==> src/rtl/restoring_divider_ctrl.sv <==
// restoring_divider_ctrl: sequential unsigned restoring divider controller.
// Drives an external WIDTH-bit subtractor (A + ~B + Bin) once per ITER cycle
// and builds quotient/remainder one bit per clock.
// Optional macro DIV_ZERO_FAST_EN: a zero divisor skips iteration and goes
// straight to DONE on the accepting edge.
module restoring_divider_ctrl #(
    parameter int WIDTH = 4
) (
    input  logic             clk,
    input  logic             rst_n,
    input  logic             in_valid,
    output logic             in_ready,
    input  logic [WIDTH-1:0] dividend,
    input  logic [WIDTH-1:0] divisor,
    output logic [WIDTH-1:0] sub_a,
    output logic [WIDTH-1:0] sub_b,
    output logic             sub_bin,
    input  logic [WIDTH-1:0] sub_d,
    input  logic             sub_bout,
    output logic             out_valid,
    input  logic             out_ready,
    output logic [WIDTH-1:0] quotient,
    output logic [WIDTH-1:0] remainder,
    output logic             div_by_zero
);

    localparam int CW = (WIDTH > 1) ? $clog2(WIDTH) : 1;

    typedef enum logic [1:0] {
        IDLE,
        ITER,
        DONE
    } state_t;

    state_t           state_q, state_d;
    logic [WIDTH-1:0] r_q, r_d;
    logic [WIDTH-1:0] q_q, q_d;
    logic [WIDTH-1:0] m_q, m_d;
    logic [CW-1:0]    count_q, count_d;
    logic [WIDTH-1:0] quotient_q, quotient_d;
    logic [WIDTH-1:0] remainder_q, remainder_d;
    logic             dbz_q, dbz_d;
    logic [WIDTH-1:0] shift_s;

    // State and datapath registers with asynchronous active-low reset
    always_ff @(posedge clk or negedge rst_n) begin
        if (!rst_n) begin
            state_q     <= IDLE;
            r_q         <= '0;
            q_q         <= '0;
            m_q         <= '0;
            count_q     <= '0;
            quotient_q  <= '0;
            remainder_q <= '0;
            dbz_q       <= 1'b0;
        end else begin
            state_q     <= state_d;
            r_q         <= r_d;
            q_q         <= q_d;
            m_q         <= m_d;
            count_q     <= count_d;
            quotient_q  <= quotient_d;
            remainder_q <= remainder_d;
            dbz_q       <= dbz_d;
        end
    end

    // Next-state, iteration datapath and handshake outputs
    always_comb begin
        state_d     = state_q;
        r_d         = r_q;
        q_d         = q_q;
        m_d         = m_q;
        count_d     = count_q;
        quotient_d  = quotient_q;
        remainder_d = remainder_q;
        dbz_d       = dbz_q;
        in_ready    = 1'b0;
        out_valid   = 1'b0;
        sub_a       = '0;
        sub_b       = '0;
        shift_s     = {r_q[WIDTH-2:0], q_q[WIDTH-1]};

        case (state_q)
            IDLE: begin
                in_ready = 1'b1;
                if (in_valid) begin
                    m_d     = divisor;
                    q_d     = dividend;
                    r_d     = '0;
                    count_d = CW'(WIDTH - 1);
                    dbz_d   = (divisor == '0);
                    state_d = ITER;
`ifdef DIV_ZERO_FAST_EN
                    if (divisor == '0) begin
                        quotient_d  = '1;
                        remainder_d = dividend;
                        state_d     = DONE;
                    end
`else
`endif
                end
            end
            ITER: begin
                sub_a = shift_s;
                sub_b = m_q;
                r_d   = sub_bout ? sub_d : shift_s;
                q_d   = {q_q[WIDTH-2:0], sub_bout};
                if (count_q == '0) begin
                    // Capture the final step's results directly, not the stale registers
                    quotient_d  = q_d;
                    remainder_d = r_d;
                    state_d     = DONE;
                end else begin
                    count_d = count_q - CW'(1);
                end
            end
            DONE: begin
                out_valid = 1'b1;
                if (out_ready) begin
                    state_d = IDLE;
                end
            end
            default: begin
                state_d = IDLE;
            end
        endcase
    end

    assign sub_bin     = 1'b1;
    assign quotient    = quotient_q;
    assign remainder   = remainder_q;
    assign div_by_zero = dbz_q;

endmodule

==> config.mk <==
export PLATFORM = sky130hd
export DESIGN_NAME = restoring_divider_ctrl
export DESIGN_NICKNAME = d
export VERILOG_FILES = /design/src/rtl/restoring_divider_ctrl.sv
export SDC_FILE = /design/constraint.sdc
export NUM_CORES = 1
export LEC_CHECK = 0
export ABC_AREA = 1
export CORE_MARGIN = 2
export CORE_UTILIZATION = 49
export CTS_CLUSTER_SIZE = 40
export DETAILED_ROUTE_END_ITERATION = 7
export HOLD_SLACK_MARGIN = 0.12
export PLACE_DENSITY = 0.94
export SLEW_MARGIN = 15
export SYNTH_ARGS = -nofsm -noshare
export SYNTH_HDL_FRONTEND = slang
export SYNTH_SLANG_ARGS = --single-unit
==> constraint.sdc <==
create_clock -name clk -period 2.25 [get_ports clk]
set_input_delay 0.3375 -clock clk [delete_from_list [all_inputs] [get_ports clk]]
set_output_delay 0.3375 -clock clk [all_outputs]
set_load 0.05 [all_outputs]
* Word level (Yosys, flattened, before mapping)
Index checks and enable logic that the tools add are counted.
** Cells by class
- $add $sub $neg :: 1
- $mul :: 0
- Div/mod/pow operators :: 0
- Order comparisons :: 0
- Eq/ne operators :: 6
- Shifts and indexed selects :: 0
- Multiplexer cells :: 16
- Bitwise operators :: 0
- Reduce and logical (&&, ||, !) cells :: 9
** Operator list (count)
- 4-bit 2-to-1 mux :: 4
- 2-bit 2-to-1 mux :: 5
- 2-bit != test (second input constant) :: 4
- 4-bit one-hot mux with 2 select lines :: 1
- 2-bit one-hot mux with 3 select lines :: 1
- 3-bit one-hot mux with 2 select lines :: 1
- 2-bit AND reduction :: 3
- 3-bit AND reduction :: 2
- 2-bit logical NOT :: 2
- 4-bit logical NOT :: 1
- 2-bit one-hot mux with 2 select lines :: 1
- 3-bit 2-to-1 mux :: 1
- 2-bit by 1-bit == test with 1-bit output (second input constant) :: 1
- 2-bit == test (second input constant) :: 1
- 1-bit 2-to-1 mux :: 2
- 2-bit nonzero test :: 1
- 2-bit by 1-bit subtractor with 2-bit output (second input constant) :: 1
** Word-level totals
- Bits in registers :: 24
- Latch bits :: 0
- Memory bits (writable) :: 0
- ROM bits :: 0
- Input port bits :: 17
- Output and inout bits :: 20
- Word-level logic and storage cells :: 40
- Memories kept :: 0

* Depth between registers and ports, before layout
- Word-level depth :: 3
- Depth in mapped cells :: 7
- Gate-level depth less buffers :: 6

* Worst setup path after synthesis
OpenSTA, ideal clock, no wires.
- Kind :: register to output
- From :: register state_q[1]
- To :: output port sub_a[0]
- Arrival time :: 1.472 ns
- Data required time :: 1.913 ns
- Path slack :: 0.440 ns
- Cell stages (with the launch flop) :: 5
- Path buffers :: 1
- Cells stage by stage :: dfrtp_1 inv_2 nand2_2 buf_4 nor2_1
** Between the ends
- Longest elaborated chain between the ends :: 2
** RTL lines
- start, declared :: line 35 : state_t state_q, state_d;
- start signal, assigned :: line 57 : state_q <= state_d;
- 2-bit by 1-bit == test with 1-bit output :: line 84 : case (state_q)
- 4-bit 2-to-1 mux :: line 84
- end, declared :: line 15 : output logic [WIDTH-1:0] sub_a,
Every way passes these cells.

* Worst setup path after layout
Ends and elaborated chain as after synthesis.

==> out/qor.yml <==
status: "finished, final reports clean"
grt_max_degree: 25
placed_area_um2: 1520
cap_violations: 0
leakage_nw: 0.845
dpl_worst_slack_ns: 0.420
finalSetupViolations: 0
crit_end: "sub_a[0]"
slew_headroom: 0.666
routed_via_density: 5.14
cp_max_fo: 13
cts_max_path_buffers: 2
grtUsageTotal: 0.224
start_util: 0.524
fin_ws_ns: 0.347
cts_buffers: 3
dr.pass1.iters: 4
fmax_mhz: 525
required_ns: 1.91
avgSynthCellArea_um2: 7.50
pin_count: 37
die_y_um: 52.9
rows: 17
synth_edf_count: 0
cts.sinks: 24
rrSetupSlack_ns: 0.79
startpoint: "state_q[1]"
final-hold-violation-count: 0
crit_type: "reg2out"
holdCritPathClass: "in2async"
vias: 1131
min_period_ns: 1.90
report.final.slew_viol_count: 0
cts-root-buf: "clkbuf_4"
synthArstFlopShare: 1.00
post-route-period-util: 0.846
place.gp.congestion: 0.892
grt-ovfl-total: 0
cts_setup_buffers: 0
tightest_slew_ns: 0.500
drtAntennaViolNets: 0
dieArea_um2: 2790
synth_cells: 156
yosys_most_used_dff: "dfrtp_1"
grt_pass1_vias: 1099
seq_area_frac_synth: 0.513
core_um2: 2230
wl_per_cell_um: 12.4
drive_gt1_frac: 0.125
finalInstanceArea_um2: 1560
nets: 211
synthDistinctLibCells: 18
start_kind: "register"
diodes: 0
rsz0062_at_grt: "false"
cp.arrival_ns: 1.57
die_w_um: 52.9
grt_pass1_wl_um: 4510
mostFrequentLayoutCells: "nand2_1, clkdlybuf4s50_1, dfrtp_1"
ys_warn_count: 0
netlist_area_um2: 1170
rr_startpoint: "state_q[1]"
clk_pin_slew_worst_paths_ns: 0.13
reg2reg_depth: 5
powerDensity_nw_per_um2: 1610
timing.rr.end: "remainder[0]"
ys_ff_latch: 24
drc: 0
clkLatencyLatePin_ns: 0.31
end_kind: "output pin"
fin_skew_ns: 0.00521
cts_max_level: 1
cts_tree: "built"
syn-num-nets: 174
drt_wl_total_um: 2720
irDropWorstVdd_mv: 0.925
layout_commonest_cell: "nand2_1"
antenna_found_initial: 0
hpwl_um: 2090
tns_ns: 0
syn_to_final_growth_pct: 32.9
drt_iter0_drc: 30
place.port_buffers: 35
## Yosys cell counts (2+ instances only)
master,n,share of area
nand2_1,70,0.22
dfrtp_1,24,0.51
inv_1,14,0.045
nand3_1,13,0.056
nor2_1,10,0.032
o21ai_0,7,0.030
buf_4,3,0.019
inv_2,3,0.0096
nand2_2,2,0.011
nor2_2,2,0.011
## registers in the layout, summed over array words and instances (netlist names)
signal,cells
count_q,2
r_q,3
remainder,4
quotient,4
q_q,4
m_q,4
div_by_zero,1
state_q,2
## worst max-delay path, cell delays in order, from the launching register on
cell     delay (ns)
dfrtp_1        0.47
inv_2          0.19
nand2_2        0.21
nor2_1         0.17
buf_4          0.22
## final cells by class
class	count	area (µm²)
fill	190	678
sequential	24	601
multi-input combinational	110	474
timing repair buffer	37	345
inverter	17	63.8
clock buffer	4	36.3
tap	28	35.0
## power by group
part	internal (mW)	switching (mW)	total, mW
clock network	0.0988	0.124	0.223
registers	0.625	0.121	0.747
logic	0.466	1.06	1.53
total	1.19	1.31	2.50
## logic make-up after synthesis
| kind of cell | Yosys count | synth area share |
|---|---|---|
| flops | 24 | 0.513 |
| other cells | 1 | 0.00321 |
| fa+ha+maj | 1 | 0.0107 |
| compound gates | 10 | 0.0481 |
| buf+inv | 22 | 0.0813 |
| simple gates | 98 | 0.343 |
## repair_timing
item | 4_1_cts | 5_1_grt
gates resized for setup | 0 | 1
hold buffers | 0 | 0
endpoints found under the setup margin | 0 | 1
## through the flow
| step | utilization | power (mW) | cells | hold slack, ns |
|---|---|---|---|---|
| finish | 0.696 | 2.50 | 220 | 0.367 |
| global route | 0.696 | 2.68 | 220 | 0.380 |
| CTS | 0.695 | 2.51 | 220 | 0.370 |
| detailed placement | 0.679 | 2.28 | 216 | 0.458 |
| global placement | 0.679 | 2.21 | 216 | 0.455 |
| floorplan | - | 1.84 | 156 | 0.0419 |
## worst min path at each step
stage,start,to,slack (ns),cells past startpoint
finish,rst_n,quotient[3],0.37,2
detailed placement,m_q[0],m_q[0],0.46,2
CTS,rst_n,remainder[0],0.37,2
global placement,m_q[1],m_q[1],0.45,2
global route,rst_n,quotient[3],0.38,2
floorplan,rst_n,count_q[0],0.04,0
## per-layer routing
layer | track usage | wire (µm) | up-vias
met5 | 0 | 0 | -
met4 | 0.128 | 89 | 0
met3 | 0.0339 | 202 | 15
met2 | 0.381 | 1360 | 60
met1 | 0.269 | 1070 | 508
li1 | - | - | 548
Power figures use the tool's default switching activity.
